**src/rtl/virtual_ds2431_io.sv**
```systemverilog
// virtual_ds2431_io: 1-Wire slave bit layer (reset/presence, byte shift in/out) for a DS2431 emulator
module virtual_ds2431_io #(
    parameter int CLK_MHZ = 50
) (
    input  logic       clk,
    input  logic       nRst,
    input  logic       IO_i,
    output logic       IO_o,
    output logic       nBusRst,
    output logic       nODBusRst,
    input  logic       odMode,
    input  logic       nRxTx,
    input  logic       trig,
    input  logic [7:0] sentDat,
    output logic [7:0] receiveDat,
    output logic       done
);
    localparam logic [15:0] STD_RST  = 16'(400 * CLK_MHZ);
    localparam logic [15:0] OD_RST   = 16'(45 * CLK_MHZ);
    localparam logic [15:0] STD_SLOT = 16'(30 * CLK_MHZ);
    localparam logic [15:0] OD_SLOT  = 16'(3 * CLK_MHZ);
    localparam logic [15:0] STD_PW   = 16'(15 * CLK_MHZ);
    localparam logic [15:0] OD_PW    = 16'(2 * CLK_MHZ);
    localparam logic [15:0] STD_PD   = 16'(120 * CLK_MHZ);
    localparam logic [15:0] OD_PD    = 16'(10 * CLK_MHZ);

    typedef enum logic [2:0] {IDLE, LOW, WAIT_HIGH, PRES_WAIT, PRES_DRIVE} stateT;

    stateT       state, nextState;
    logic        ioMeta, ioSync, ioPrev, timing, armed, slotOd, slotTx, presOd;
    logic [15:0] lowTimer, cnt, slotT, presWaitT, presDrvT;
    logic [2:0]  bitCnt;
    logic [7:0]  shReg;
    logic        fall, rise, masterFall, stdRst, odRst, busRst, bitDone;

    // Pad drive, master-edge qualification, reset classification at bus rise, next state
    always_comb begin
        IO_o       = !(state == PRES_DRIVE || (state == LOW && slotTx && !shReg[0]));
        fall       = ioPrev & ~ioSync;
        rise       = ~ioPrev & ioSync;
        masterFall = fall && IO_o && state != PRES_WAIT && state != PRES_DRIVE;
        stdRst     = rise && timing && lowTimer >= STD_RST;
        odRst      = rise && timing && !stdRst && odMode && lowTimer >= OD_RST;
        busRst     = stdRst || odRst;
        slotT      = slotOd ? OD_SLOT : STD_SLOT;
        presWaitT  = presOd ? OD_PW : STD_PW;
        presDrvT   = presOd ? OD_PD : STD_PD;
        bitDone    = state == LOW && cnt == slotT - 16'd1;
        nextState  = state;
        if (busRst)
            nextState = PRES_WAIT;
        else
            case (state)
                IDLE:       nextState = (masterFall && armed && !done) ? LOW : IDLE;
                LOW:        nextState = !trig ? IDLE : bitDone ? WAIT_HIGH : LOW;
                WAIT_HIGH:  nextState = (!trig || ioSync) ? IDLE : WAIT_HIGH;
                PRES_WAIT:  nextState = (cnt == presWaitT - 16'd1) ? PRES_DRIVE : PRES_WAIT;
                PRES_DRIVE: nextState = (cnt == presDrvT - 16'd1) ? IDLE : PRES_DRIVE;
                default:    nextState = IDLE;
            endcase
    end

    // State register
    always_ff @(posedge clk) begin
        if (nRst)
            state <= IDLE;
        else
            state <= nextState;
    end

    // Bus synchronizer, low/slot timers, reset pulses and byte shift register
    always_ff @(posedge clk) begin
        if (nRst) begin
            ioMeta     <= 1'b1;
            ioSync     <= 1'b1;
            ioPrev     <= 1'b1;
            cnt        <= '0;
            timing     <= 1'b0;
            lowTimer   <= '0;
            nBusRst    <= 1'b1;
            nODBusRst  <= 1'b1;
            presOd     <= 1'b0;
            slotOd     <= 1'b0;
            slotTx     <= 1'b0;
            armed      <= 1'b0;
            bitCnt     <= '0;
            shReg      <= '0;
            receiveDat <= '0;
            done       <= 1'b0;
        end else begin
            ioMeta    <= IO_i;
            ioSync    <= ioMeta;
            ioPrev    <= ioSync;
            cnt       <= (nextState != state) ? '0 : (cnt == 16'hFFFF) ? cnt : cnt + 16'd1;
            timing    <= masterFall ? 1'b1 : rise ? 1'b0 : timing;
            lowTimer  <= masterFall ? 16'd1 :
                         (timing && !ioSync && lowTimer != 16'hFFFF) ? lowTimer + 16'd1 : lowTimer;
            nBusRst   <= !stdRst;
            nODBusRst <= !odRst;
            if (busRst) begin
                presOd <= odRst;
                bitCnt <= '0;
                done   <= 1'b0;
                armed  <= 1'b0;
            end else if (!trig) begin
                done  <= 1'b0;
                armed <= 1'b0;
            end else if (state == IDLE && !done && !armed) begin
                armed  <= 1'b1;
                shReg  <= sentDat;
                bitCnt <= '0;
            end else if (state == IDLE && nextState == LOW) begin
                slotOd <= odMode;
                slotTx <= nRxTx;
            end else if (bitDone) begin
                shReg  <= {ioSync, shReg[7:1]};
                bitCnt <= bitCnt + 3'd1;
                if (bitCnt == 3'd7) begin
                    done  <= 1'b1;
                    armed <= 1'b0;
                    if (!slotTx)
                        receiveDat <= {ioSync, shReg[7:1]};
                end
            end
        end
    end
endmodule

```
**config.mk**
```make
export PLATFORM = sky130hd
export DESIGN_NAME = virtual_ds2431_io
export DESIGN_NICKNAME = d
export VERILOG_FILES = /design/src/rtl/virtual_ds2431_io.sv
export SDC_FILE = /design/constraint.sdc
export NUM_CORES = 1
export LEC_CHECK = 0
export BUFFER_PORTS_ARGS = -buffer_cell sky130_fd_sc_hd__buf_4
export CORE_MARGIN = 8
export CORE_UTILIZATION = 58
export CTS_CLUSTER_DIAMETER = 120
export DETAILED_ROUTE_END_ITERATION = 12
export GPL_ROUTABILITY_DRIVEN = 1
export PLACE_DENSITY = 0.76
export SETUP_SLACK_MARGIN = 0.2
export SLEW_MARGIN = 10
export SYNTH_ARGS = -nofsm -noshare
export SYNTH_HDL_FRONTEND = slang
export SYNTH_SLANG_ARGS = --single-unit
```
**constraint.sdc**
```tcl
create_clock -name clk -period 2.9 [get_ports clk]
set_input_delay 0.145 -clock clk [delete_from_list [all_inputs] [get_ports clk]]
set_output_delay 0.145 -clock clk [all_outputs]
set_load 0.05 [all_outputs]
```
### Yosys cells after proc, flatten, opt, wreduce, memory -nomap -nowiden

Index checks and enable logic that the tools add are counted.

* register bits: 65
* bits in latches: 0
* memory bits (writable): 0
* ROM bits: 0
* input bits: 14
* output and inout port bits: 12
* word-level logic and storage cells: 119
* memories kept: 0

* add/subtract/negate cells: 6
* $mul: 0
* div/mod/pow operators: 0
* order comparisons: 2
* eq/ne operators: 15
* shifts and indexed selects: 0
* multiplexer cells: 25
* bitwise operators: 9
* reductions and logical operators: 44

Operator list (count)
* $eq 16x16->1: 3
* $add 16x1->16 const B: 2
* $mux 8: 3
* $logic_and 1x1->1: 18
* $mux 3: 6
* $eq 16x16->1 const B: 1
* $ge 16x12->1 const B: 1
* $ge 16x15->1 const B: 1
* $ne 16x16->1 const B: 1
* $pmux 3 s5: 1
* $sub 13x1->14 const B: 1
* $mux 13: 1
* $reduce_and 4->1: 3
* $sub 11x1->12 const B: 1
* $mux 11: 1
* $sub 10x1->11 const B: 1
* $mux 10: 1
* $mux 1: 9
* $logic_not 1->1: 8
* $reduce_bool 2->1: 4
* $not 1->1: 7
* $reduce_and 7->1: 1
* $eq 3x1->1 const B: 2
* $eq 3x2->1 const B: 2
* other kinds (13): 22

### Longest topological paths before layout

Gate-level depths: netlist (run 1).

* depth after elaboration: 17
* mapped depth: 9
* gate-level depth less buffers: 7

### Worst setup path after synthesis (run 1)

No wires, ideal clock.

* kind: reg2reg
* from: register state[0]
* to: register cnt[12]
* arrival: 2215 ps
* data required time: 2784 ps
* path slack: 570 ps
* stages on the path, launching flop included: 9
* buffers on the path: 1
* clock period less this slack: 2330 ps
* cell sequence: dfxtp_1 > nor4bb_1 > o21ai_1 > and4b_1 > a211oi_2 > nand3_1 > o2111ai_2 > buf_6 > nor2_1

* longest elaborated chain between the ends: 15

RTL lines
* start: declaration: RTL line 29 `stateT state, nextState;`
* start signal: assignment: RTL line 68 `state <= nextState;`
* $eq 3x1->1: RTL line 38 `IO_o = !(state == PRES_DRIVE || (state == LOW && slotTx && !shReg[0]));`
* $logic_and 1x1->1 (2 in a row): RTL line 38
* $logic_or 1x1->1 *: RTL line 38
* $logic_not 1->1 *: RTL line 38
* net IO_o: RTL line 8 `output logic IO_o,`
* $logic_and 1x1->1 * (3 in a row): RTL line 41 `masterFall = fall && IO_o && state != PRES_WAIT && state != PRES_DRIVE;`
* $logic_and 1x1->1 * (2 in a row): RTL line 54 `IDLE: nextState = (masterFall && armed && !done) ? LOW : IDLE;`
* $mux 1 *: RTL line 54
* $pmux 3 s5 *: RTL line 53 `case (state)`
* $mux 3 *: RTL line 50 `if (busRst)`
* $ne 3x3->1 *: RTL line 94 `cnt <= (nextState != state) ? '0 : (cnt == 16'hFFFF) ? cnt : cnt + 16'd1;`
* $reduce_or 2->1 (no line) *
* end signal: assignment: RTL line 94
* end: declaration: RTL line 31 `logic [15:0] lowTimer, cnt, slotT, presWaitT, presDrvT;`

The timed path passes the listed nets; every way through them passes the cells marked *.
A chain may end at the register's enable or synchronous reset.

### Worst setup path after layout (run 1)

* from: register cnt[2]
* to: register cnt[14]

* longest elaborated chain between the ends: 8

RTL lines
* $eq 16x16->1: RTL line 48 `bitDone = state == LOW && cnt == slotT - 16'd1;`
* $logic_and 1x1->1: RTL line 48
* $mux 2 (2 in a row): RTL line 55 `LOW: nextState = !trig ? IDLE : bitDone ? WAIT_HIGH : LOW;`
* $pmux 3 s5: RTL line 53
* $mux 3: RTL line 50
* $ne 3x3->1: RTL line 94
* $reduce_or 2->1 (no line)

Several ways; a longest one is shown, not always the timed one.

==> impl_metrics.tcl, run 1 <==
set metrics [dict create \
    post-route-util 0.674 \
    grt-ovfl-total 0 \
    die_h_um 92.1 \
    antenna_cells 0 \
    syn_area_per_cell_um2 8.77 \
    ys_types 58 \
    fin_crit_ns 2.54 \
    synth_nets 402 \
    status "complete, no violations" \
    finalSetupTns_ns 0 \
    initial_core_util 0.606 \
    grt_usage 0.175 \
    clkSlewWorstSetupHoldPaths_ns 0.08 \
    finalWorstSetupSlack_ns 0.357 \
    htree_levels 3 \
    postSynthCellCount 383 \
    synth_area_um2 3360 \
    cap_violations 0 \
    vias 2785 \
    worst_pin_slew_ns 0.595 \
    wirelength_um 7190 \
    hold_viol_final 0 \
    ys_seq_area_frac 0.387 \
    insertion_delay_ns 0.35 \
    wire_per_inst_um 15.0 \
    post-synth-top-count-cell "dfxtp_1" \
    synthTopCellsByArea "dfxtp_1 39%, nor2_1 6.9%, mux2i_1 6.0%" \
    grtUsageMet1 0.209 \
    fill_cells 462 \
    numCtsBuffers 9 \
    final_nets 421 \
    async_flop_share 0 \
    critPathLaunchType "register" \
    max_freq_mhz 393 \
    crit_fanout 16 \
    cts_root_buf "clkbuf_8" \
    yosys_warnings 0 \
    rsz0062_at_grt "false" \
    final.setup_skew_ns 0.0108 \
    drc 0 \
    drive_gt1_frac 0.167 \
    fp.coreArea_um2 5540 \
    grt_pass1_wl_um 12300 \
    critPathKind "reg2reg" \
    place_area_um2 3520 \
    required_ns 3.11 \
    first_pass_iters 6 \
    synth_seq_cells 65 \
    synth.cells.most_frequent "65 x dfxtp_1, 62 x nor2_1, 20 x mux2i_1, 20 x nand2_1, 19 x xor2_1" \
    drt_iter0_markers 132 \
    drv_slew 0 \
    fp-row-count 27 \
    antenna_left 0 \
    stdcell_area_um2 3730 \
    grt_max_degree 31 \
    cts_tree "done" \
    areaGrowthSynthToFinish_pct 11.2 \
    dp_hpwl_um 5110 \
    p_leak_nw 1.51 \
    place.port_buffers 25 \
    grt_pass1_vias 2675 \
    hold_class "in2reg" \
    clockBufferDepth 2 \
    slew_headroom 0.600 \
    final-setup-viol-count 0 \
    multi_input_area_um2 1890 \
    die_area_um2 8480 \
    use_met2 0.290 \
    synth_flop_cell "dfxtp_1" \
    hold_ws_ns 0.0348 \
    power.density_nw_per_um2 480 \
    finalCritPeriodShare 0.877 \
    antenna_found_initial 0 \
    ff_latch_area_um2 1300 \
    worstPathArrival_ns 2.75 \
    setup.worst_path.end_class "register" \
    vias_per_cell 5.81 \
    finalWeightedCongestion 0.912 \
    ir_drop_uv 370 \
    yosys.area.top_type "dfxtp_1" \
    top_usage_layer "met2" \
    synth_edf_count 0 \
    netlist.area_leader.share 0.387 \
    dp_slack_ns 0.361 \
    dieWidth_um 92.1 \
    clock-sinks 65 \
    met3_usage 0.0310 \
    ios 26 \
]
layout by cell type, fill, tap and decap left out, drive strengths merged, types with 3 or more instances in the layout:
cell      Yosys  routed
a21oi        17      17
a31oi         3       3
and3          7       7
and3b         3       3
and4          4       4
buf          13      28
clkbuf        6       9
clkinv        0       3
clkinvlp      0       3
dfxtp        65      65
ha            5       5
inv           9       9
mux2          7       7
mux2i        20      20
nand2        20      20
nand2b        4       4
nand3        17      17
nand3b        4       4
nand4        14      14
nand4b        7       7
nor2         62      62
nor2b         4       4
nor3          9       9
nor4          7       7
o2111ai       3       3
o21ai        15      15
or2           6       6
xnor2         4       4
xor2         19      19
registers in the layout, summed over array words and instances, names as in the netlist:
signal,count
ioMeta,1
nODBusRst,1
ioSync,1
slotTx,1
state,3
presOd,1
timing,1
receiveDat,8
nBusRst,1
done,1
bitCnt,3
cnt,16
slotOd,1
shReg,8
lowTimer,16
armed,1
ioPrev,1
power breakdown:
part / total (mW) / switching, mW / internal (mW)
registers: 0.930 / 0.0211 / 0.908
clock network: 0.762 / 0.368 / 0.394
logic: 0.0996 / 0.0507 / 0.0489
total: 1.79 / 0.440 / 1.35
final cells by class:
class	count	share of cell area
Clock buffer	9	0.0332
Clock inverter	7	0.0191
Inverter	9	0.00905
Multi-Input combinational cell	288	0.507
Sequential cell	65	0.348
Tap cell	72	0.0241
Timing Repair Buffer	29	0.0590
routing by layer:
layer / vias up / wire length (um)
met2: 69 / 3500
met4: 0 / 169
met1: 1299 / 3260
met3: 17 / 260
met5: - / 0
li1: 1400 / -
cells by family (layout without fill, tap and decap cells):
logic type	after synthesis	count (layout)	synth area share
multiplexers	27	27	0.0831
flip-flops	65	65	0.387
AO/OA/AOI/OAI	51	51	0.103
buffers and inverters	30	54	0.0529
XOR/XNOR	23	23	0.0600
AND/OR/NAND/NOR	182	182	0.295
adder cells (fa/ha/maj)	5	5	0.0186
worst paths after layout:
| check | startpoint | endpoint | slack [ns] | cells past startpoint |
|---|---|---|---|---|
| worst max-delay path | cnt[2]$_SDFFE_PP0P_ | cnt[14]$_SDFFE_PP0P_ | 0.36 | 7 |
| worst min-delay path | nRxTx | slotTx$_SDFFE_PP0P_ | 0.03 | 3 |
| worst max register to register | cnt[2]$_SDFFE_PP0P_ | cnt[14]$_SDFFE_PP0P_ | 0.36 | 7 |
| worst min register to register | ioMeta$_SDFF_PP1_ | ioSync$_SDFF_PP1_ | 0.43 | 1 |
timing repair:
item	4_1_cts	5_1_grt
buffers inserted	0	0
hold buffers	1	0
resized for setup	0	2
endpoints found under the setup margin	0	10
endpoints found under the hold margin	1	0
worst max-delay path: stages (launching register included):
cell and delay, ns:
dfxtp_1 0.44, or4b_1 0.58, a21boi_1 0.24, nand3_1 0.16, a211oi_2 0.38, nand3_1 0.19
o2111ai_4 0.28, nor3_1 0.13
per-stage QoR:
step,power (mW),std cells
2_1_floorplan,1.02,383
3_3_place_gp,1.04,462
3_5_place_dp,1.05,462
4_1_cts,1.80,479
5_1_grt,1.86,479
6_report,1.79,479
Note: power is estimated with default switching activity, not from simulation.
==> run 2, diff against run 1 <==
ABC_AREA = 1   (was default)
CORE_UTILIZATION = 60   (was 58)
PLACE_DENSITY = 0.78   (was 0.76)
SETUP_SLACK_MARGIN = 0.3   (was 0.2)
==> impl_metrics.tcl, run 2 <==
set metrics [dict create \
    clock-sinks 65 \
    rsz0062_at_grt "false" \
    p_leak_nw 1.69 \
    drv_slew 0 \
    final.setup_skew_ns 0.00787 \
    power.density_nw_per_um2 463 \
    crit_path_max_incr_delay_ns 0.46 \
    fp-row-count 28 \
    hold_viol_final 0 \
    post-synth-top-count-cell "nand2_1" \
    drt_iter0_markers 209 \
    vias 3395 \
    highest_layer "met4" \
    hold_ws_ns 0.0849 \
    cp_common_cell "nor2_4" \
    htree_levels 3 \
    grt_usage 0.189 \
    grt_max_degree 18 \
    yosys.area.top_type "dfxtp_1" \
    finalPower_mw 1.91 \
    critPathLaunchType "register" \
    required_ns 3.12 \
    fin_crit_ns 2.17 \
    synth_edf_count 0 \
    ir_drop_uv 337 \
    wl_met1_um 3960 \
    place.port_buffers 25 \
    post-route-util 0.693 \
    synth_seq_cells 65 \
    yosys_warnings 0 \
    cts_tree "done" \
    final_cell_mix "117 x nand2_1, 83 x nor2_1, 65 x dfxtp_1" \
    initial_core_util 0.623 \
    cts_resized 0 \
    multi_input_area_um2 2050 \
    synth.cells.most_frequent "117 x nand2_1, 83 x nor2_1, 65 x dfxtp_1, 53 x inv_1, 31 x nand3_1" \
    grt-ovfl-total 0 \
    final-setup-viol-count 0 \
    grt_pass1_vias 3176 \
    die_h_um 94.6 \
    postSynthCellCount 536 \
    worst_pin_slew_ns 0.788 \
    critPathKind "reg2reg" \
    hold_class "in2reg" \
    cap_violations 0 \
    antenna_cells 0 \
    die_area_um2 8960 \
    setup.worst_path.end_class "register" \
    crit_chain "ha_1 -> inv_1 -> nor2_1 -> nand3_1 -> nor2_2 -> nand3_2 -> nor2_4 -> inv_2 -> nand4_1 -> xor2_1 -> nor2_4" \
    finalSetupTns_ns 0 \
    clockBufferDepth 2 \
    post_cts_buffers 0 \
    antenna_found_initial 0 \
    ys_types 40 \
    dp_slack_ns 0.751 \
    dieWidth_um 94.6 \
    vias_per_cell 5.30 \
    worstPathArrival_ns 2.39 \
    drive_gt1_frac 0.177 \
    areaGrowthSynthToFinish_pct 11.2 \
    ys_seq_area_frac 0.351 \
    async_flop_share 0 \
    cts_root_buf "clkbuf_8" \
    clkSlewWorstSetupHoldPaths_ns 0.07 \
    drc 0 \
    synth_nets 555 \
    synth_area_um2 3710 \
    finalWeightedCongestion 0.900 \
    wire_per_inst_um 12.8 \
    dp_hpwl_um 6060 \
    ios 26 \
    first_pass_iters 5 \
    crit_fanout 9 \
    slew_headroom 0.471 \
    grt_pass1_wl_um 13800 \
    wl_met2_um 3750 \
    numCtsBuffers 9 \
    netlist.area_leader.share 0.351 \
    fp.coreArea_um2 5960 \
    cpMaxStageDelayCell "dfxtp_1" \
    fill_cells 513 \
    dr_wl_met3_um 335 \
    final_nets 580 \
    max_freq_mhz 461 \
    finalWorstSetupSlack_ns 0.731 \
    worst-path-buf-inv 2 \
    insertion_delay_ns 0.34 \
    path_delay_family "simple AND/OR/NAND/NOR gates" \
    synth_flop_cell "dfxtp_1" \
    biggestRegsByFlops "cnt (16), lowTimer (16)" \
    antenna_left 0 \
    ff_latch_area_um2 1300 \
    syn_area_per_cell_um2 6.92 \
    wirelength_um 8180 \
    finalCritPeriodShare 0.748 \
    status "complete, no violations" \
    final_common_cell "nand2_1" \
    synthTopCellsByArea "dfxtp_1 35%, nand2_1 12%, nor2_1 8.4%" \
]
## run 2: changes by cell type after synthesis, moves of 10 or more
cell and change:
nand2_1 +97, inv_1 +44, nor2_1 +21, mux2i_1 -20, nor2_4 +17, nand3_1 +14
a21oi_1 +13, nand2_2 +11, inv_2 +10, o21ai_0 +10
## run 2: layout make-up
cell class | instances | share of cell area
timing repair buffer | 27 | 0.0497
multi-input combinational | 392 | 0.497
tap | 75 | 0.0227
sequential | 65 | 0.315
clock buffer | 11 | 0.0343
inverter | 66 | 0.0618
clock inverter | 5 | 0.0191
## run 2: worst reg2reg max path: cells and delay by family (launching register included)
family / cells / cell delay (ns)
and+or+nand+nor: 7 / 0.94
DFF: 1 / 0.46
xor gates and xnor gates: 1 / 0.25
adders and majority gates: 1 / 0.23
buffers and inverters: 2 / 0.18
## run 2: metrics by stage
step,cell area (um2),std cells
2_1_floorplan,3710,536
4_1_cts,4130,641
6_report,4130,641
3_3_place_gp,3900,624
3_5_place_dp,3900,624
5_1_grt,4130,641
## run 2: repair_timing
| action | CTS | global route |
|---|---|---|
| hold buffers | 1 | 0 |
| setup endpoints to repair | 0 | 0 |
| endpoints found under the hold margin | 1 | 0 |
## run 2: power by group
part	leakage, nW	internal (mW)	switching [mW]	total (mW)
logic	1.04	0.0470	0.0816	0.129
registers	0.528	0.913	0.0166	0.930
clock network	0.113	0.506	0.347	0.854
total	1.69	1.47	0.445	1.91
## run 2: cell families after synthesis
group                    share of synthesized area
AND/OR/NAND/NOR                              0.401
flip-flops                                   0.351
XOR/XNOR                                    0.0307
buffers and inverters                       0.0964
adder cells (fa/ha/maj)                     0.0169
AO/OA/AOI/OAI                                0.105
## run 2: layer usage
metal | vias up | GRT usage
met5 | - | 0
met4 | 0 | 0.0715
met3 | 15 | 0.0341
met2 | 82 | 0.311
met1 | 1530 | 0.242
li1 | 1768 | -
## run 2: final timing paths
path / start / end / slack [ns] / depth (start not counted)
max: cnt[1]$_SDFFE_PP0P_ / cnt[11]$_SDFFE_PP0P_ / 0.73 / 11
min: trig / done$_SDFFE_PP0P_ / 0.08 / 3
max reg2reg: cnt[1]$_SDFFE_PP0P_ / cnt[11]$_SDFFE_PP0P_ / 0.73 / 11
min reg2reg: ioMeta$_SDFF_PP1_ / ioSync$_SDFF_PP1_ / 0.42 / 1
==> run 3, diff against run 2 <==
clock period = 2.18 ns   (was 2.9 ns; I/O delays follow)
==> impl_metrics.tcl, run 3 (same netlist as run 2, synthesis figures left out) <==
set metrics [dict create \
    status "complete, no violations" \
    critPathLaunchType "register" \
    post-route-util 0.756 \
    dp_cells 631 \
    antenna_cells 0 \
    fill_cells 437 \
    drive_gt1_frac 0.312 \
    cts_root_buf "clkbuf_8" \
    cpMaxStageDelayCell "dfxtp_2" \
    final.setup_skew_ns 0.0128 \
    antenna_left 0 \
    worst_pin_slew_ns 0.460 \
    drc 0 \
    grt-ovfl-total 0 \
    required_ns 2.46 \
    place.port_buffers 25 \
    grt_usage 0.202 \
    drv_slew 0 \
    crit_path_max_incr_delay_ns 0.39 \
    power.density_nw_per_um2 556 \
    path_delay_family "simple AND/OR/NAND/NOR gates" \
    die_area_um2 8960 \
    hold_viol_final 0 \
    fin_crit_ns 1.95 \
    final_common_cell "nand2_1" \
    final_cell_mix "110 x nand2_1, 72 x nor2_1, 49 x inv_1" \
    biggestRegsByFlops "cnt (16), lowTimer (16)" \
    die_h_um 94.6 \
    fp.coreArea_um2 5960 \
    hold_class "in2reg" \
    slew_headroom 0.692 \
    clockBufferDepth 2 \
    antenna_found_initial 0 \
    final_nets 604 \
    wire_per_inst_um 14.0 \
    cap_violations 0 \
    crit_chain "inv_2 -> nand3_1 -> inv_1 -> nor3_2 -> nand3_1 -> nand2_2 -> nor2_4 -> nand3_1 -> nand2_2 -> nor2_4 -> nand2_8 -> nor2_4" \
    vias 3638 \
    p_leak_nw 1.82 \
    ir_drop_uv 441 \
    finalWeightedCongestion 0.954 \
    htree_levels 3 \
    vias_per_cell 5.47 \
    critPathKind "reg2reg" \
    cts_tree "done" \
    worst-path-buf-inv 2 \
    drt_iter0_markers 226 \
    layoutNonFillerInstCount 665 \
    fp-row-count 28 \
    finalCritPeriodShare 0.895 \
    wirelength_um 9330 \
    setup.worst_path.end_class "register" \
    rsz0062_at_grt "true" \
    max_freq_mhz 513 \
    clkSlewWorstSetupHoldPaths_ns 0.07 \
    first_pass_iters 4 \
    final-setup-viol-count 0 \
    grt_pass1_vias 3319 \
    crit_fanout 8 \
    grt_max_degree 18 \
    insertion_delay_ns 0.35 \
    worstPathArrival_ns 2.24 \
    areaGrowthSynthToFinish_pct 21.4 \
    ff_latch_area_um2 1340 \
    numCtsBuffers 9 \
    initial_core_util 0.623 \
    hold_ws_ns 0.0493 \
    grt_pass1_wl_um 14600 \
    dp_hpwl_um 6230 \
    clock-sinks 65 \
    ios 26 \
    multi_input_area_um2 2220 \
    finalSetupTns_ns 0 \
    dieWidth_um 94.6 \
]
-- run 3: cell count changes in the layout (fill, tap and decap cells not counted), sizes merged --
cell and delta:
buf +23, bufinv -1, clkbuf -1, clkinvlp +1
inv +1, nand2 +1
-- run 3: metrics by stage --
step	instance area [um2]	setup WS, ns	total power, mW
global placement	3960	0.191	1.43
detailed placement	3960	0.106	1.44
CTS	4260	0.279	2.49
global route	4500	0.0896	2.59
finish	4500	0.229	2.50
floorplan	3720	0.334	1.39
-- run 3: worst register-to-register path: cells and delay by family, from the launching register on --
family                 cells  cell delay, ns
flip-flops                 1            0.39
AND/OR/NAND/NOR           10            1.34
buffers and inverters      2            0.17
-- run 3: report_power, final --
group / internal [mW] / total, mW / switching, mW
Combinational: 0.0834 / 0.213 / 0.129
Clock: 0.561 / 1.06 / 0.497
Sequential: 1.21 / 1.23 / 0.0195
Total: 1.86 / 2.50 / 0.646
-- run 3: final timing paths --
path | start | slack, ns | end | cells past startpoint
max | state[2]$_SDFF_PP0_ | 0.23 | cnt[8]$_SDFFE_PP0P_ | 12
min | trig | 0.05 | done$_SDFFE_PP0P_ | 3
max reg2reg | state[2]$_SDFF_PP0_ | 0.23 | cnt[8]$_SDFFE_PP0P_ | 12
min reg2reg | ioMeta$_SDFF_PP1_ | 0.42 | ioSync$_SDFF_PP1_ | 1
-- run 3: area by class of cell --
type / instances / share of cell area
clock buffers: 10 / 0.0306
clock inverters: 6 / 0.0144
inverters: 66 / 0.0578
multi-input cells: 393 / 0.493
flip-flops and latches: 65 / 0.298
well taps: 75 / 0.0208
repair buffers: 50 / 0.0856
-- run 3: repair_timing --
action,CTS,global route
setup endpoints to repair,19,49
endpoints found under the hold margin,1,0
hold buffers,1,0
setup buffers,4,12
gates resized for setup,17,56
pin swaps,4,13
gates cloned,0,1
-- run 3: metal layers --
| metal | GRT usage | wire [um] | vias up |
|---|---|---|---|
| li1 | - | - | 1814 |
| met1 | 0.245 | 3970 | 1676 |
| met2 | 0.340 | 4490 | 129 |
| met3 | 0.0444 | 694 | 19 |
| met4 | 0.0819 | 170 | 0 |
| met5 | 0 | 0 | - |
